## src/rtl/matrix_pkg.sv

```systemverilog
// Shared definitions for the 4x4 matrix datapath: element geometry,
// streamer state encoding and element-index helpers.
package matrix_pkg;

    localparam int ELEM_W = 16;
    localparam int DIM    = 4;
    localparam int N_ELEM = DIM * DIM;
    localparam int MAT_W  = ELEM_W * N_ELEM;
    localparam int IDX_W  = 4;

    localparam logic [IDX_W-1:0] LAST_IDX = IDX_W'(N_ELEM - 1);

    typedef enum logic [1:0] {
        IDLE = 2'd0,
        SEND = 2'd1,
        DONE = 2'd2
    } stream_state_t;

    // Row-major index: upper half of k is the row, lower half the column.
    function automatic logic [IDX_W/2-1:0] idx_row(input logic [IDX_W-1:0] k);
        return k[IDX_W-1:IDX_W/2];
    endfunction

    function automatic logic [IDX_W/2-1:0] idx_col(input logic [IDX_W-1:0] k);
        return k[IDX_W/2-1:0];
    endfunction

endpackage

```

## src/rtl/matrix_elem_sel.sv

```systemverilog
// Picks element idx out of a flattened row-major matrix.
// Latency: combinational.
// Backpressure: none; pure lookup.
module matrix_elem_sel
    import matrix_pkg::*;
#(
    parameter int EW = ELEM_W,
    parameter int N  = N_ELEM,
    parameter int IW = IDX_W
) (
    input  logic [EW*N-1:0] mat,
    input  logic [IW-1:0]   idx,
    output logic [EW-1:0]   elem
);

    always_comb begin
        elem = '0;
        for (int i = 0; i < N; i++) begin
            if (idx == IW'(i)) begin
                elem = mat[i*EW +: EW];
            end
        end
    end

endmodule

```

## src/rtl/output_streamer.sv

```systemverilog
// Snapshots the output-register matrix on load and streams its elements row-major.
// Latency: element 0 valid the cycle after load; one element per accepted handshake.
// Backpressure: out_ready low holds all output fields; loads during a stream are dropped.
module output_streamer #(
    parameter int ELEM_W = 16,
    parameter int DIM    = 4
) (
    input  logic                      clk,
    input  logic                      reset,
    input  logic                      load,
    input  logic [ELEM_W*DIM*DIM-1:0] matrix_in,
    input  logic                      out_ready,
    output logic                      out_valid,
    output logic [ELEM_W-1:0]         out_data,
    output logic [1:0]                out_row,
    output logic [1:0]                out_col,
    output logic                      out_last,
    output logic                      busy,
    output logic                      done,
    output logic                      load_dropped
);

    import matrix_pkg::*;

    stream_state_t               state_q, state_d;
    logic [IDX_W-1:0]            k_q, k_d;
    logic [ELEM_W*DIM*DIM-1:0]   shadow_q, shadow_d;
    logic                        drop_q, drop_d;
    logic [ELEM_W-1:0]           elem;
    logic                        sending;

    matrix_elem_sel #(
        .EW (ELEM_W),
        .N  (DIM*DIM),
        .IW (IDX_W)
    ) u_sel (
        .mat  (shadow_q),
        .idx  (k_q),
        .elem (elem)
    );

    always_comb begin
        state_d  = state_q;
        k_d      = k_q;
        shadow_d = shadow_q;
        drop_d   = drop_q;
        unique case (state_q)
            IDLE: begin
                if (load) begin
                    shadow_d = matrix_in;
                    k_d      = '0;
                    state_d  = SEND;
                end
            end
            SEND: begin
                // Shadow stays frozen for the whole stream, final transfer included.
                if (load) begin
                    drop_d = 1'b1;
                end
                if (out_ready) begin
                    if (k_q == LAST_IDX) begin
                        state_d = DONE;
                    end else begin
                        k_d = k_q + 1'b1;
                    end
                end
            end
            DONE: begin
                if (load) begin
                    shadow_d = matrix_in;
                    k_d      = '0;
                    state_d  = SEND;
                end else begin
                    state_d = IDLE;
                end
            end
            default: begin
                state_d = IDLE;
            end
        endcase
    end

    always_ff @(posedge clk) begin
        if (reset) begin
            state_q  <= IDLE;
            k_q      <= '0;
            shadow_q <= '0;
            drop_q   <= 1'b0;
        end else begin
            state_q  <= state_d;
            k_q      <= k_d;
            shadow_q <= shadow_d;
            drop_q   <= drop_d;
        end
    end

    // Everything below decodes registered state only, so nothing depends on out_ready.
    always_comb begin
        sending      = (state_q == SEND);
        out_valid    = sending;
        busy         = sending;
        done         = (state_q == DONE);
        out_data     = sending ? elem : '0;
        out_row      = sending ? idx_row(k_q) : 2'd0;
        out_col      = sending ? idx_col(k_q) : 2'd0;
        out_last     = sending && (k_q == LAST_IDX);
        load_dropped = drop_q;
    end

endmodule

```

## config.mk

```make
export PLATFORM = sky130hd
export DESIGN_NAME = output_streamer
export DESIGN_NICKNAME = d
export VERILOG_FILES = /design/src/rtl/matrix_pkg.sv /design/src/rtl/matrix_elem_sel.sv /design/src/rtl/output_streamer.sv
export SDC_FILE = /design/constraint.sdc
export NUM_CORES = 1
export LEC_CHECK = 0
export BUFFER_PORTS_ARGS = -buffer_cell sky130_fd_sc_hd__buf_2
export CELL_PAD_IN_SITES_DETAIL_PLACEMENT = 0
export CELL_PAD_IN_SITES_GLOBAL_PLACEMENT = 1
export CORE_UTILIZATION = 35
export DETAILED_ROUTE_END_ITERATION = 10
export GPL_TIMING_DRIVEN = 0
export PLACE_DENSITY = 0.72
export RECOVER_POWER = 25
export SYNTH_ARGS = -nofsm -noshare
export SYNTH_HDL_FRONTEND = slang
export SYNTH_SLANG_ARGS = --single-unit
export TNS_END_PERCENT = 10
```

## constraint.sdc

```tcl
create_clock -name clk -period 2.4 [get_ports clk]
set_clock_uncertainty 0.1 [all_clocks]
set_input_delay 0.12 -clock clk [delete_from_list [all_inputs] [get_ports clk]]
set_output_delay 0.12 -clock clk [all_outputs]
set_load 0.02 [all_outputs]
```

## Yosys cells after proc, flatten, opt, wreduce, memory -nomap -nowiden

Cells that the tools add are included.

| word-level totals | value |
|---|---|
| register bits after elaboration | 263 |
| bits of input ports | 260 |
| output and inout bits | 25 |
| word-level logic and storage cells | 64 |

| cells by class | value |
|---|---|
| $add $sub $neg | 1 |
| equality and inequality tests | 22 |
| muxes and demuxes | 28 |
| reductions and logical operators | 9 |

Operator list:

| operator | number |
|---|---|
| $mux 16 | 17 |
| $eq 4x4->1 const B | 8 |
| $eq 4x3->1 const B | 4 |
| $mux 4 | 3 |
| $mux 2 | 5 |
| $eq 4x2->1 const B | 2 |
| $pmux 4 s2 | 1 |
| $ne 2x2->1 const B | 3 |
| $pmux 2 s3 | 1 |
| $add 4x1->4 const B | 1 |
| $eq 4x1->1 const B | 1 |
| $logic_not 4->1 | 1 |
| $ne 2x1->1 const B | 2 |
| $reduce_and 2->1 | 2 |
| $reduce_and 4->1 | 1 |
| $reduce_and 3->1 | 1 |
| $eq 2x1->1 const B | 1 |
| $eq 2x2->1 const B | 1 |
| $logic_not 2->1 | 1 |
| $reduce_bool 2->1 | 1 |
| $reduce_or 2->1 | 1 |
| $logic_and 1x1->1 | 1 |
| $mux 1 | 1 |

## Logic depth before layout (Yosys ltp)

| logic depth | value |
|---|---|
| depth after elaboration | 18 |
| depth in mapped cells | 10 |
| gate-level depth less buffers | 7 |

## Hierarchy

A second synthesis with hierarchy kept.

| unflattened totals | value |
|---|---|
| cell total of the unflattened synthesis | 1529 |
| area total of the unflattened synthesis | 12174.2 um^2 |

Modules (own cells, without submodules):

| module | times used | cells an instance | area an instance (um^2) | sequential area each (um^2) |
|---|---|---|---|---|
| output_streamer | 1 | 1175 | 9581.7 | 5265.0 |
| matrix_elem_sel | 1 | 354 | 2592.5 | 0.0 |

## Worst setup path before layout

OpenSTA, ideal clock, no wires.

| timing path | value |
|---|---|
| path kind | register to output |
| start | register k_q[1] |
| end | output port out_data[7] |
| arrival | 1.989 ns |
| required time | 2.180 ns |
| slack | 0.191 ns |
| stages on the path, launching flop included | 9 |
| buffers on the path | 2 |
| cells stage by stage | dfxtp_1 inv_1 ha_1 buf_2 buf_1 a221oi_1 a21oi_1 a211o_1 o221ai_1 |

| on the way | value |
|---|---|
| cells in the longest elaborated chain, start to end | 18 |
| elaborated cells on any way between the ends | 33 |
| those cells by class | eq/ne: 15; mux: 17; reduce/logical: 1 |

Ends and longest elaborated chain:

| element | line | text |
|---|---|---|
| start, declared | output_streamer.sv:26 | `logic [IDX_W-1:0] k_q, k_d;` |
| start signal, assigned | output_streamer.sv:91 | `k_q <= k_d;` |
| $logic_not 4->1 | matrix_elem_sel.sv:19 | `if (idx == IW'(i)) begin` |
| $mux 16 (15 in series) | matrix_elem_sel.sv:19 |  |
| $mux 16 (*) | matrix_elem_sel.sv:19 |  |
| $mux 16 (*) | output_streamer.sv:103 | `out_data = sending ? elem : '0;` |
| end, declared | output_streamer.sv:14 | `output logic [ELEM_W-1:0] out_data,` |

Every way passes the cells marked *; elsewhere a longest branch is shown, timed or not.

## Final worst setup path

| timing path | value |
|---|---|
| start | register k_q[0] |
| end | output port out_data[14] |

Same word-level chain as after synthesis.

==> load_flow_metrics.sql <==
INSERT INTO impl_metrics (metric_group, metric, value, unit) VALUES
('logic_synthesis', 'synth_compound_area_frac', '0.254', ''),
('detailed_routing', 'drt.antenna.violating_nets', '0', ''),
('logic_synthesis', 'synthArstFlopShare', '0', ''),
('logic_synthesis', 'postSynthRegisterBits', '263', ''),
('clocking', 'tritoncts.num_buffers', '29', ''),
('logic_synthesis', 'synth_seq_area_share', '0.441', ''),
('cells_and_area', 'num-fill-cells', '3173', ''),
('logic_synthesis', 'synth_area_per_cell', '7.12', 'µm²'),
('die', 'die_x', '187', 'µm'),
('detailed_routing', 'drc', '0', ''),
('timing', 'layout_worst_path_cycle_share', '1.22', ''),
('timing', 'final.setup.worst_slack', '-526', 'ps'),
('timing', 'max_clock_freq', '342', 'MHz'),
('logic_synthesis', 'synthesis.instances', '1676', ''),
('clocking', 'worst_setup_hold_path_clk_slew', '60', 'ps'),
('worst_setup_path', 'cp_cell_sequence', 'ha_4 > inv_1 > buf_6 > o21ai_0 > o21ai_2 > o21ai_0 > o21ai_2 > buf_4', ''),
('hold_path', 'worstHoldPathType', 'input pin to flop', ''),
('power', 'power.density_cell_area', '593', 'nW/µm²'),
('logic_synthesis', 'syn-num-nets', '1940', ''),
('global_route', 'grt_max_degree', '15', ''),
('timing', 'setup_viol_count_final', '16', ''),
('die', 'placeableCoreArea', '33500', 'µm²'),
('placement', 'placement.io_buffers', '283', ''),
('placement', 'dpl_worst_slack', '-874', 'ps'),
('global_route', 'initial_antenna_violation_count', '1', ''),
('placement', 'gp_congestion', '0.926', ''),
('cells_and_area', 'final_net_count', '2525', ''),
('worst_setup_path', 'setup.worst_path.start_class', 'flop', ''),
('logic_synthesis', 'synth-edff-count', '0', ''),
('detailed_routing', 'vias', '14024', ''),
('global_route', 'first_global_vias', '13713', ''),
('timing', 'worstMarginPinSlew', '773', 'ps'),
('detailed_routing', 'routed_wirelength_normalized_by_instance_count', '19.5', 'µm'),
('die', 'die_height', '187', 'µm'),
('detailed_routing', 'vias_per_cell', '5.14', ''),
('clocking', 'tritoncts', 'yes', ''),
('worst_setup_path', 'critPathCaptureType', 'primary output', ''),
('clocking', 'cts.path.max_buffers', '3', ''),
('timing', 'relative_slew_slack', '0.484', ''),
('logic_synthesis', 'synth_simple_gate_area_share', '0.237', ''),
('timing', 'rsz_0062_raised_after_global_routing', 'true', ''),
('logic_synthesis', 'dominantRegCellSynth', 'dfxtp_1', ''),
('logic_synthesis', 'post_synth_xor_area_fraction', '0.00220', ''),
('logic_synthesis', 'share_of_the_synthesized_area_in_the_top_cell_type', '0.441', ''),
('detailed_routing', 'iteration_0_drc_count_of_the_detailed_router', '975', ''),
('die', 'num_rows', '67', ''),
('die', 'initial_core_util', '0.356', ''),
('worst_setup_path', 'cell_at_the_slowest_stage_of_the_critical_path', 'dfxtp_4', ''),
('outcome', 'failing_checks', 'negative setup slack', ''),
('timing', 'final_hold_viol_count', '0', ''),
('worst_setup_path', 'critPathArrivalTime', '2710', 'ps'),
('logic_synthesis', 'ys_warn_count', '0', ''),
('worst_setup_path', 'critical_path_required', '2180', 'ps'),
('logic_synthesis', 'mapped_cell_area', '11900', 'µm²'),
('clocking', 'cts.sink_count', '263', ''),
('cells_and_area', 'area.sequential', '5280', 'µm²'),
('placement', 'post-dp-hpwl', '38700', 'µm'),
('logic_synthesis', 'synth_fa_ha_area_frac', '0.00419', ''),
('timing', 'post-route-min-period', '2930', 'ps'),
('logic_synthesis', 'yosys-top-cells-area', 'dfxtp_1 (44%), nand2_1 (18%), a21oi_1 (15%)', ''),
('timing', 'slew_violations', '0', ''),
('hold_path', 'timing.hold.worst_path_depth', '4', ''),
('power', 'max-vdd-ir-drop', '0.000556', 'V'),
('global_route', 'overall_overflow_remaining_after_global_route', '0', ''),
('logic_synthesis', 'synth_cell_types', '47', ''),
('cells_and_area', 'antenna_cells', '0', ''),
('global_route', 'track_usage', '0.296', ''),
('clocking', 'h-tree-depth', '1', ''),
('outcome', 'status', 'finished with violations', ''),
('logic_synthesis', 'combinational_family_with_the_most_area_after_synthesis', 'compound AO/OA/AOI/OAI gates', ''),
('logic_synthesis', 'muxShareOfSynthArea', '0', '');
[metrics by stage]
stage	hold slack, ps	power [W]	instances	cell area [µm²]
floorplan	156	0.00564	1676	11900
global placement	266	0.00631	2407	13900
detailed placement	266	0.00632	2407	13900
CTS	225	0.0113	2718	18500
global route	259	0.0118	2727	19100
finish	248	0.0113	2727	19100
[cell families after synthesis]
family / count (synthesis)
XOR/XNOR: 3
buffers and inverters: 175
adder cells (fa/ha/maj): 4
AND/OR/NAND/NOR: 705
AO/OA/AOI/OAI: 526
flip-flops: 263
[final cells by class]
class	instances	share of cell area
clock inverters	9	0.00662
plain buffers	150	0.0499
well taps	448	0.0294
flip-flops and latches	263	0.276
clock buffers	40	0.0438
multi-input cells	1238	0.367
repair buffers	556	0.222
inverters	23	0.00498
[report_power, final]
group	internal, W	total [W]	switching [W]
Combinational	0.000902	0.00195	0.00105
Clock	0.00273	0.00452	0.00179
Sequential	0.00463	0.00486	0.000224
Total	0.00826	0.0113	0.00307
[synth_stat cells, types with 2 or more instances]
cell type	instances
nand2_1	563
a21oi_1	364
dfxtp_1	263
clkbuf_1	106
nor2_1	59
o21ai_0	39
buf_2	31
a2bb2oi_1	26
inv_1	23
nor3_1	18
o221ai_1	17
a31oi_1	16
nand2b_1	16
a221o_1	14
o2bb2ai_1	14
nor4_1	13
o22ai_1	13
buf_1	9
nor2b_1	9
nand3_1	8
and2_1	7
and3_1	4
ha_1	4
a221oi_1	3
buf_4	3
buf_6	3
o211ai_1	3
a211oi_1	2
nand3b_1	2
o2111ai_1	2
o21a_1	2
o31ai_1	2
o32a_1	2
or3_1	2
xor2_1	2
[state kept, by name, indices dropped and copies added, names as in the netlist]
name / flops
shadow_q: 256
load_dropped: 1
k_q: 4
state_q: 2
[path summary, 6_finish.rpt]
kind | from | end | slack, ps
setup / recovery | k_q[0] | out_data[14] | -530
hold / removal | matrix_in[150] | shadow_q[150] | 250
setup reg to reg | state_q[0] | shadow_q[135] | 70
hold reg to reg | shadow_q[185] | shadow_q[185] | 360
[critical path: cells and delay by family, from the launching register on]
kind            cells  cell delay [ps]
compound gates      4             1030
fa+ha+maj           1              240
buf+inv             3              460
flops               1              410
[layer usage]
metal / up-vias / wire length, µm / GRT usage
met5: - / 9 / 0
met4: 2 / 1300 / 0.0801
met3: 77 / 3090 / 0.0427
met2: 497 / 24100 / 0.475
met1: 6592 / 24800 / 0.414
li1: 6856 / - / -
[what timing repair did]
action                                  CTS  global route
gates resized for setup                 245           120
hold buffers                            258             0
endpoints found under the hold margin   259             0
setup buffers                             5             5
cloned                                    1             4
endpoints found under the setup margin   65            35
pin swaps                                33            43
(Power assumes the default switching activity.)
